**src/rtl/apb4_mem_slave.sv**
```systemverilog
// APB4 completer fronting a DEPTH-word register memory.
// Byte-lane write strobes, configurable wait states, registered pready/prdata/pslverr,
// and an error response for misaligned or out-of-range addresses.
module apb4_mem_slave #(
    parameter int DATA_WIDTH  = 32,
    parameter int ADDR_WIDTH  = 10,
    parameter int DEPTH       = 16,
    parameter int WAIT_CYCLES = 0
) (
    input  logic                    pclk,
    input  logic                    presetn,
    input  logic                    psel,
    input  logic                    penable,
    input  logic                    pwrite,
    input  logic [ADDR_WIDTH-1:0]   paddr,
    input  logic [DATA_WIDTH-1:0]   pwdata,
    input  logic [DATA_WIDTH/8-1:0] pstrb,
    output logic                    pready,
    output logic [DATA_WIDTH-1:0]   prdata,
    output logic                    pslverr
);

    localparam int NB    = DATA_WIDTH / 8;
    localparam int OFF_W = $clog2(NB);
    localparam int IDX_W = (DEPTH > 1) ? $clog2(DEPTH) : 1;

    localparam logic [ADDR_WIDTH-1:0] OFF_MASK  = ADDR_WIDTH'((1 << OFF_W) - 1);
    localparam logic [3:0]            WAIT_LOAD = (WAIT_CYCLES > 0) ? 4'(WAIT_CYCLES - 1) : 4'd0;

    localparam logic [1:0] IDLE  = 2'd0;
    localparam logic [1:0] SETUP = 2'd1;
    localparam logic [1:0] WAIT  = 2'd2;
    localparam logic [1:0] DONE  = 2'd3;

    logic [1:0]            state;
    logic [1:0]            phase;
    logic [1:0]            nxt;
    logic [3:0]            wait_cnt;
    logic                  err_q;
    logic [DATA_WIDTH-1:0] mem [DEPTH];

    logic [ADDR_WIDTH-1:0] word_addr;
    logic [IDX_W-1:0]      word_idx;
    logic                  addr_err;
    logic                  xfer_ok;
    logic                  commit;

    assign word_addr = paddr >> OFF_W;
    assign word_idx  = word_addr[IDX_W-1:0];
    assign addr_err  = ((paddr & OFF_MASK) != '0) || (32'(word_addr) >= 32'(DEPTH));
    assign xfer_ok   = psel && penable;

    // Write lands on the edge that ends the single DONE cycle, only for a healthy transfer.
    assign commit    = (state == DONE) && xfer_ok && pwrite && !err_q;

    // SETUP is the bus setup cycle itself: decoded from the registered state plus the bus,
    // so that with zero wait states pready can be registered straight out of it.
    always_comb begin
        phase = state;
        if ((state == IDLE || state == DONE) && psel && !penable) begin
            phase = SETUP;
        end
    end

    // Next-state decode, including the abort path when the requester drops psel/penable early.
    always_comb begin
        nxt = IDLE;
        case (phase)
            IDLE:    nxt = IDLE;
            SETUP:   nxt = (WAIT_CYCLES == 0) ? DONE : WAIT;
            WAIT: begin
                if (!xfer_ok) begin
                    nxt = IDLE;
                end else if (wait_cnt == 4'd0) begin
                    nxt = DONE;
                end else begin
                    nxt = WAIT;
                end
            end
            DONE:    nxt = IDLE;
            default: nxt = IDLE;
        endcase
    end

    // FSM state, wait counter, latched error and the registered handshake outputs.
    always_ff @(posedge pclk or negedge presetn) begin
        if (!presetn) begin
            state    <= IDLE;
            wait_cnt <= 4'd0;
            err_q    <= 1'b0;
            pready   <= 1'b0;
            pslverr  <= 1'b0;
        end else begin
            state <= nxt;
            if (phase == SETUP) begin
                err_q    <= addr_err;
                wait_cnt <= WAIT_LOAD;
            end else if (phase == WAIT && wait_cnt != 4'd0) begin
                wait_cnt <= wait_cnt - 4'd1;
            end
            pready  <= (nxt == DONE);
            pslverr <= (nxt == DONE) && ((phase == SETUP) ? addr_err : err_q);
        end
    end

    // Read data is captured at the end of the setup cycle and held until the next read.
    always_ff @(posedge pclk or negedge presetn) begin
        if (!presetn) begin
            prdata <= '0;
        end else if (phase == SETUP && !pwrite) begin
            prdata <= addr_err ? '0 : mem[word_idx];
        end
    end

    // Word storage: cleared by reset, byte-lane masked writes on commit.
    always_ff @(posedge pclk or negedge presetn) begin
        if (!presetn) begin
            for (int i = 0; i < DEPTH; i++) begin
                mem[i] <= '0;
            end
        end else if (commit) begin
            for (int k = 0; k < NB; k++) begin
                if (pstrb[k]) begin
                    mem[word_idx][8*k +: 8] <= pwdata[8*k +: 8];
                end
            end
        end
    end

endmodule

```
**config.mk**
```make
export PLATFORM = sky130hd
export DESIGN_NAME = apb4_mem_slave
export DESIGN_NICKNAME = d
export VERILOG_FILES = /design/src/rtl/apb4_mem_slave.sv
export SDC_FILE = /design/constraint.sdc
export NUM_CORES = 1
export LEC_CHECK = 0
export CAP_MARGIN = 40
export CORE_ASPECT_RATIO = 1.5
export CORE_MARGIN = 2
export CORE_UTILIZATION = 30
export CTS_BUF_LIST = sky130_fd_sc_hd__clkbuf_4
export DETAILED_ROUTE_END_ITERATION = 12
export DONT_BUFFER_PORTS = 1
export HOLD_SLACK_MARGIN = 0.05
export PLACE_DENSITY = 0.51
export SETUP_SLACK_MARGIN = 0.1
export SLEW_MARGIN = 25
export SYNTH_ARGS = -nofsm -noshare
export SYNTH_HDL_FRONTEND = slang
export SYNTH_SLANG_ARGS = --single-unit
```
**constraint.sdc**
```tcl
create_clock -name pclk -period 2.5 [get_ports pclk]
set_input_delay 0.25 -clock pclk [delete_from_list [all_inputs] [get_ports pclk]]
set_output_delay 0.25 -clock pclk [all_outputs]
set_load 0.02 [all_outputs]
```
# Word-level counts from Yosys, hierarchy flattened

Index checks and enable logic that the tools add are counted.

Output and inout bits: 34
Bits of input ports: 51
Word-level logic and storage cells: 84
Register bits: 553

Bitwise logic cells: 1
Muxes and demuxes: 30
Add/sub/neg operators: 1
Equal/unequal tests: 5
Order comparisons: 3
Reduce and logical (&&, ||, !) cells: 22

Operators with widths:

| operator            | number |
|---|---|
| $mux 512            | 7 |
| $bwmux 512          | 4 |
| $demux 32 s4        | 4 |
| $bmux 32 s4         | 1 |
| $mux 32             | 4 |
| $mux 24             | 1 |
| $mux 16             | 1 |
| $logic_and 1x1->1   | 10 |
| $reduce_bool 10->1  | 1 |
| $eq 2x2->1 const B  | 4 |
| $ge 8x5->1 const B  | 1 |
| $mux 4              | 2 |
| $mux 8              | 1 |
| $pmux 2 s3          | 1 |
| $ge 5x5->1 const B  | 1 |
| $lt 5x1->1 const B  | 1 |
| $not 4->5           | 1 |
| $logic_not 2->1     | 2 |
| $logic_not 4->1     | 1 |
| $mux 2              | 2 |
| $reduce_bool 4->1   | 1 |
| $sub 4x1->4 const B | 1 |
| $logic_not 1->1     | 3 |
| $eq 2x1->1 const B  | 1 |
| other kinds (4)     | 6 |

# Longest topological paths before layout

Gate-level depths: netlist of the first run.

Depth after elaboration: 16
Mapped depth: 7
Mapped depth without buffers: 6

# Least setup slack after synthesis of the first run

Ideal clock, no wire load.

Path type: register to register
Start point: register state[1]
End point: register mem[467] (netlist bit)
Setup time: 125 ps
Data required time: 2,375 ps
Data arrival time: 1,683 ps
Cell stages (with the launch flop): 8
Clock period less this slack: 1,808 ps
Path buffers: 2
Path slack: 692 ps
Cells stage by stage: dfrtp_1 ha_1 and4_4 nand3b_1 buf_4 buf_8 nor2_8 mux2_2

Cells in the longest elaborated chain, start to end: 4

RTL lines:

| element                         | line | RTL |
|---|---|---|
| from (decl)                     | 35   | `logic [1:0] state;` |
| from (signal assigned)          | 94   | `state <= nxt;` |
| $eq 2x2->1                      | 54   | `assign commit = (state == DONE) && xfer_ok && pwrite && !err_q;` |
| $logic_and 1x1->1 (3 in a row)  | 54   |  |
| to (signal, indexed assignment) | 124  | `mem[word_idx][8*k +: 8] <= pwdata[8*k +: 8];` |
| to (decl)                       | 40   | `logic [DATA_WIDTH-1:0] mem [DEPTH];` |

Every way passes these cells.
A chain may end at the register's enable or synchronous reset.

# Final worst setup path of the first run

Start point: register mem[446] (netlist bit)
End point: register prdata[30]

Cells in the longest elaborated chain, start to end: 4

RTL lines:

| element                                    | line | RTL |
|---|---|---|
| $bmux 32 s4                                | 111  | `prdata <= addr_err ? '0 : mem[word_idx];` |
| $mux 32 (not written as such) (2 in a row) | 111  |  |
| $mux 32                                    | 111  |  |
| to (signal assigned)                       | 111  |  |
| to (decl)                                  | 19   | `output logic [DATA_WIDTH-1:0] prdata,` |

Every way passes these cells. The select of a mux whose other input is x is not followed.

==> results of run 1 <==
## power groups by stage
stage                     logic [W]  registers, W  clock network (W)
final                       0.00128       0.00913            0.00754
after global routing        0.00137       0.00913            0.00833
after CTS                   0.00129       0.00913            0.00789
after detailed placement   0.000948       0.00930                  0
after global placement     0.000933       0.00930                  0
after floorplan            0.000789       0.00927                  0
## state kept, by name (all words and copies together) (netlist names)
signal / cells
state: 2
prdata: 32
pslverr: 1
err_q: 1
pready: 1
mem: 512
wait_cnt: 4
## synthesized netlist by cell type, drive strengths merged (2+ instances only)
cell / count
inv: 4
nand2: 46
mux2: 515
and3b: 4
nand2b: 2
a22oi: 124
o21a: 2
nor3b: 3
o21bai: 3
buf: 56
ha: 4
nand3b: 4
dfrtp: 553
xor2: 2
nor2b: 2
mux4: 2
nor2: 71
nor3: 3
clkbuf: 57
o21ai: 32
mux2i: 248
nand3: 70
and2b: 4
## logic make-up after synthesis
group | count (synthesis)
muxes | 765
AOI/OAI and AO/OA | 168
and+or+nand+nor | 215
DFF | 553
buffers and inverters | 117
adders and majority gates | 4
xor gates and xnor gates | 3
## worst register-to-register path: stages, from the launching register on
cell	delay, ps
sky130_fd_sc_hd__dfrtp_1	340
sky130_fd_sc_hd__nor2b_1	120
sky130_fd_sc_hd__dlygate4sd3_1	570
sky130_fd_sc_hd__a211oi_1	40
sky130_fd_sc_hd__dlygate4sd3_1	590
sky130_fd_sc_hd__o32a_1	410
sky130_fd_sc_hd__o21ai_1	140
## routing by layer
metal	up-vias	wire length, um	global-route usage, %
met5	-	65	0
met4	10	2730	7.71
met3	168	2860	3.58
met2	345	38600	30.3
met1	8686	28700	18.5
li1	7382	-	-
## through the flow
step | cells | setup WS, ps | instance area [um^2]
4_1_cts | 3355 | 125 | 31300
5_1_grt | 3357 | 122 | 31300
3_3_place_gp | 2893 | 365 | 27200
3_5_place_dp | 2893 | 363 | 27200
2_1_floorplan | 1825 | 692 | 25900
6_report | 3357 | 213 | 31300
## cell type report
class                      count  area, um^2
fill                        8261       54800
clock buffer                 184        1380
sequential                   553       13800
inverter                       4        15.0
tap                         1139        1430
timing repair buffer         282        2810
multi-input combinational   1155       11500
antenna                        2        5.00
clock inverter                38         288
## how the worst max path moves through the flow
stage	startpoint	to
after global routing	mem[446]$_DFFE_PN0P_	prdata[30]$_DFFE_PN0P_
after global placement	state[0]$_DFF_PN0_	mem[380]$_DFFE_PN0P_
after floorplan	state[1]$_DFF_PN0_	mem[467]$_DFFE_PN0P_
final	mem[446]$_DFFE_PN0P_	prdata[30]$_DFFE_PN0P_
after detailed placement	state[0]$_DFF_PN0_	mem[381]$_DFFE_PN0P_
after CTS	paddr[5]	prdata[17]$_DFFE_PN0P_
==> metrics, run 1 <==
slew of the pin with the lowest slew margin=2560 ps; dominant cell type by area after synthesis=sky130_fd_sc_hd__dfrtp_1; Crit path top cell by count=sky130_fd_sc_hd__dlygate4sd3_1; Max Fclk=437 MHz; fraction of power consumed by the clock network=42.0%; number of pins exceeding their max-slew limit in the final report=369; CP max stage cell=sky130_fd_sc_hd__dlygate4sd3_1; # IOs=85; combinational cell fraction of total power=7.1%; clock-pin slew on the worst setup and hold paths=80 ps; data required time at the worst endpoint=3360 ps; count of antenna-violating nets left after detailed routing=0; period utilization=91.5%; capture instance of the worst register-to-register path=prdata[30]$_DFFE_PN0P_; highest net fanout along the worst path=2; Setup Skew=43.8 ps; post-synthesis cell type count=54; fraction of registers with async set or reset after synthesis=100%; post-synthesis area per instance=14.2 um^2; summed instance area of the synthesized netlist=25900 um^2; H-tree level count=4; failing checks=hold timing, slew limit; remaining design rule violation count=0; Synthesized Nets=1880; total wire length after detailed routing=72900 um; total of cells resized after clock tree synthesis=0; post-route setup TNS=0 ps; cts hold-fix bufs=240; sw frac=25.5%; number of cells on the critical path=6; NumNets Final=2188; Internal Dissipation=0.0134 W; main combinational cell family by area after synthesis=multiplexers; Crit. End Element=register; count of buffers added by post-CTS timing repair for setup=0; setup repair after global routing missed its margin=false; final count of hold timing violations=553; most common cell after layout, fill and taps aside=sky130_fd_sc_hd__dfrtp_1; endpoints failing setup=0; global-route congestion overflow total=0; worst hold path type=primary input to asynchronous set/reset pin; total of warnings raised by yosys=0; Register-to-Register Path Depth=6; vertical die dimension=364 um; result of the run=finished, violations left; parity-gate share of the synthesized area counting xor and xnor cells=0.101%; Syn Inst Count=1825; final estimated routing congestion in global placement=0.724; Data arrival, critical path=3150 ps; register-to-register path setup slack=210 ps; Startpoint Class=register; Worst path top cell family by delay=buffers and inverters; proportion of netlist area held by the largest area contributor=53.4%; number of global-route vias before repair=18300; longest individual stage delay on the worst path=590 ps; Core Rows=132; primary flip-flop cell chosen by synthesis mapping=sky130_fd_sc_hd__dfrtp_1; number of max-cap violations=0; die area=88900 um^2; iteration-0 DRC count of the detailed router=888; power per standard cell area=575 nW/um^2; antenna violations before repair=7; simple-gate area share of the yosys netlist=7.17%; clk sink count=553; initial core utilization=30.1%; Buffers & Inverters on Critical Path=2; Slew headroom=-71.0%; clock tree from TritonCTS=yes; top library cells by usage in the layout, fill and taps aside=sky130_fd_sc_hd__dfrtp_1, sky130_fd_sc_hd__mux2_2, sky130_fd_sc_hd__mux2i_1, sky130_fd_sc_hd__dlygate4sd3_1, sky130_fd_sc_hd__clkbuf_4; worst hold slack=-977 ps; area of the core=86000 um^2; Overall Power=0.0180 W; pin count of the biggest net entering global routing=554; via count of the routed design=16600; Layout area overhead=20.5%; number of buffers added by the clock tree synthesis step=137; Root Buffer=sky130_fd_sc_hd__clkbuf_4; post-route minimum period=2290 ps; FF-to-FF Start=mem[446]$_DFFE_PN0P_; buffer depth of the longest clock path=3; share of cells above drive strength 1=37.8%; clock network latency to the later pin of the worst-skew pair=950 ps; die width=244 um; Post-Synth Adder-Cell Area=0.193%; detailed-route vias per instance=4.94; port buffer count=0; WL/cell=21.7 um; number of flip-flops and latches in the synthesized netlist=553; net load switching power=0.00458 W; global-route wire length before repair=112000 um; Total GRT Usage=16.7%; list of cells traversed by the critical path=nor2b_1, dlygate4sd3_1, a211oi_1, dlygate4sd3_1, o32a_1, o21ai_1; VDD IR max=0.000288 V; count of flip-flops with a built-in enable after synthesis=0; Leakage=15.3 nW; Worst Path Class, Setup=register to register; share of total power in sequential cells=50.9%; final core utilization=36.3%; router iterations before antenna repair=5; post-synthesis mux area share=32.1%; synth top area cells=sky130_fd_sc_hd__dfrtp_1, sky130_fd_sc_hd__mux2_2, sky130_fd_sc_hd__mux2i_1; detailed-placement wirelength estimate=42800 um; sequential cell area fraction in the yosys report=53.4%; Synth Area in Compound Gates=4.57%
(Power assumes the default switching activity.)
==> inputs of run 2 (changes only) <==
--- a/config.mk
+++ b/config.mk
@@ -5,15 +5,15 @@
 export SDC_FILE = /design/constraint.sdc
 export NUM_CORES = 1
 export LEC_CHECK = 0
-export CAP_MARGIN = 40
+export CAP_MARGIN = 30
 export CORE_ASPECT_RATIO = 1.5
 export CORE_MARGIN = 2
-export CORE_UTILIZATION = 30
+export CORE_UTILIZATION = 40
 export CTS_BUF_LIST = sky130_fd_sc_hd__clkbuf_4
 export DETAILED_ROUTE_END_ITERATION = 12
 export DONT_BUFFER_PORTS = 1
 export HOLD_SLACK_MARGIN = 0.05
-export PLACE_DENSITY = 0.51
+export PLACE_DENSITY = 0.61
 export SETUP_SLACK_MARGIN = 0.1
 export SLEW_MARGIN = 25
 export SYNTH_ARGS = -nofsm -noshare
==> metrics, run 2 (synthesis results as in run 1) <==
result of the run=finished, final reports clean (was finished, violations left); count of buffers added by post-CTS timing repair for setup=0 (unchanged); share of cells above drive strength 1=38.6% (was 37.8%); Root Buffer=sky130_fd_sc_hd__clkbuf_4 (unchanged); post-route minimum period=2200 ps (was 2290 ps); buffer depth of the longest clock path=3 (unchanged); NumNets Final=2139 (was 2188); Overall Power=0.0181 W (was 0.0180 W); Max Fclk=454 MHz (was 437 MHz); detailed-placement wirelength estimate=39900 um (was 42800 um); clock-pin slew on the worst setup and hold paths=60 ps (was 80 ps); Leakage=15.4 nW (was 15.3 nW); Register-to-Register Path Depth=7 (was 6); Layout area overhead=18.1% (was 20.5%); Data arrival, critical path=3020 ps (was 3150 ps); startpoint of the most critical setup path=state[1]$_DFF_PN0_ (was mem[446]$_DFFE_PN0P_); WL/cell=22.5 um (was 21.7 um); number of max-cap violations=0 (unchanged); data required time at the worst endpoint=3320 ps (was 3360 ps); VDD IR max=0.000287 V (was 0.000288 V); combined area of the multi-input logic cells=11500 um^2 (unchanged); leading registers by flop count=mem (512), prdata (32), wait_cnt (4) (unchanged); Startpoint Class=register (unchanged); count of antenna-violating nets left after detailed routing=0 (unchanged); slew of the pin with the lowest slew margin=1190 ps (was 2560 ps); vertical die dimension=316 um (was 364 um); iteration-0 DRC count of the detailed router=894 (was 888); Core Rows=114 (was 132); final count of hold timing violations=0 (was 553); startpoint of the lowest-slack hold path=paddr[5]; final estimated routing congestion in global placement=0.765 (was 0.724); global-route wire length before repair=107000 um (was 112000 um); highest net fanout along the worst path=31 (was 2); clk sink count=553 (unchanged); endpoints failing setup=0 (unchanged); clock tree from TritonCTS=yes (unchanged); router iterations before antenna repair=5 (unchanged); power per standard cell area=591 nW/um^2 (was 575 nW/um^2); met2 track demand over resource=38.9% (was 30.3%); post-route setup TNS=0 ps (unchanged); detailed-route vias per instance=5.37 (was 4.94); sequential standard cell area=13800 um^2 (unchanged); port buffer count=0 (unchanged); Crit. End Element=register (unchanged); cell area after placement=26800 um^2 (was 27200 um^2); area of all placed cells without fillers=30600 um^2 (was 31300 um^2); # fillers=5724 (was 8261); number of buffers added by the clock tree synthesis step=136 (was 137); FF-to-FF Start=state[1]$_DFF_PN0_ (was mem[446]$_DFFE_PN0P_); most common cell after layout, fill and taps aside=sky130_fd_sc_hd__dfrtp_1 (unchanged); total wire length after detailed routing=68600 um (was 72900 um); Setup Skew=53.2 ps (was 43.8 ps); H-tree level count=4 (unchanged); initial core utilization=40.3% (was 30.1%); max FFs per register=512 (unchanged); remaining design rule violation count=0 (unchanged); Worst Path Class, Setup=register to register (unchanged); Slew headroom=20.6% (was -71.0%); global-route congestion overflow total=0 (unchanged); antenna violations before repair=6 (was 7); worst hold path type=primary input to register (was primary input to asynchronous set/reset pin); period utilization=88.1% (was 91.5%); number of pins exceeding their max-slew limit in the final report=0 (was 369); largest reg by FF count=mem (unchanged); die area=66900 um^2 (was 88900 um^2); pin count of the biggest net entering global routing=554 (unchanged); area of the core=64300 um^2 (was 86000 um^2); top library cells by usage in the layout, fill and taps aside=sky130_fd_sc_hd__dfrtp_1, sky130_fd_sc_hd__mux2_2, sky130_fd_sc_hd__mux2i_1, sky130_fd_sc_hd__clkbuf_4, sky130_fd_sc_hd__dlygate4sd3_1 (was sky130_fd_sc_hd__dfrtp_1, sky130_fd_sc_hd__mux2_2, sky130_fd_sc_hd__mux2i_1, sky130_fd_sc_hd__dlygate4sd3_1, sky130_fd_sc_hd__clkbuf_4); WHS Path Cells=4; setup repair after global routing missed its margin=false (unchanged); highest-utilization routing layer at the global route stage=met2 (unchanged); via count of the routed design=16400 (was 16600); fraction of met1 tracks used by global routing=23.7% (was 18.5%); die width=212 um (was 244 um); # IOs=85 (unchanged); number of global-route vias before repair=18000 (was 18300); Total GRT Usage=21.1% (was 16.7%); grt met3 use=4.45% (was 3.58%); clock network latency to the later pin of the worst-skew pair=890 ps (was 950 ps)
[run 2: cell types whose count changed in the layout (fill, tap and decap cells not counted), moves of 4 or more]
cell	before	now
sky130_fd_sc_hd__buf_4	35	31
sky130_fd_sc_hd__inv_2	1	5
sky130_fd_sc_hd__buf_16	1	9
sky130_fd_sc_hd__clkinv_1	22	28
sky130_fd_sc_hd__clkinvlp_4	9	0
sky130_fd_sc_hd__dlygate4sd3_1	236	183
sky130_fd_sc_hd__clkbuf_4	184	190
[run 2: final timing paths]
kind	slack, ps	endpoint
worst min-delay path	120	mem[481]$_DFFE_PN0P_
worst min register to register	490	mem[97]$_DFFE_PN0P_
max in group asynchronous	380	pready$_DFF_PN0_
worst max register to register	300	prdata[20]$_DFFE_PN0P_
worst max-delay path	300	prdata[20]$_DFFE_PN0P_
min in group asynchronous	300	mem[429]$_DFFE_PN0P_
[run 2: worst max-delay path, stage by stage, from the launching register on]
cell	delay (ps)
sky130_fd_sc_hd__dfrtp_1	400
sky130_fd_sc_hd__ha_1	280
sky130_fd_sc_hd__and3b_1	240
sky130_fd_sc_hd__o21a_2	170
sky130_fd_sc_hd__buf_12	250
sky130_fd_sc_hd__nand3_1	110
sky130_fd_sc_hd__o21ai_1	130
sky130_fd_sc_hd__dlygate4sd3_1	560
[run 2: final cells by class]
cell class / instances / share of cell area [%]
Clock buffer: 190 / 4.66
Multi-Input combinational cell: 1155 / 37.5
Clock inverter: 39 / 0.829
Inverter: 4 / 0.0490
Sequential cell: 553 / 45.2
Antenna cell: 4 / 0.0327
Timing Repair Buffer: 234 / 8.19
Tap cell: 870 / 3.55
[run 2: report_power, final]
| group | switching, W | internal (W) |
|---|---|---|
| Combinational | 0.000956 | 0.000554 |
| Clock | 0.00356 | 0.00390 |
| Sequential | 0.0000929 | 0.00903 |
| Total | 0.00461 | 0.0135 |
[run 2: per-stage QoR]
stage                     hold slack [ps]  utilization, %  instances  worst slack [ps]
after global placement              -24.7            41.7       2620               416
after global routing                  100            47.6       3048               173
after floorplan                     -45.6               -       1825               692
after CTS                            -995            47.2       3036               162
final                                 118            47.6       3049               297
after detailed placement            -26.3            41.7       2620               407
[run 2: timing repair]
| item | in CTS | in global routing |
|---|---|---|
| hold endpoints to repair | 1106 | 197 |
| gates resized for setup | 0 | 3 |
| hold buffers | 187 | 6 |
| setup endpoints to repair | 0 | 23 |
[run 2: layer usage]
layer | part of all wire (%) | up-vias
li1 | - | 7281
met1 | 39 | 8578
met2 | 54 | 349
met3 | 4.3 | 147
met4 | 2.9 | 6
met5 | 0.052 | -
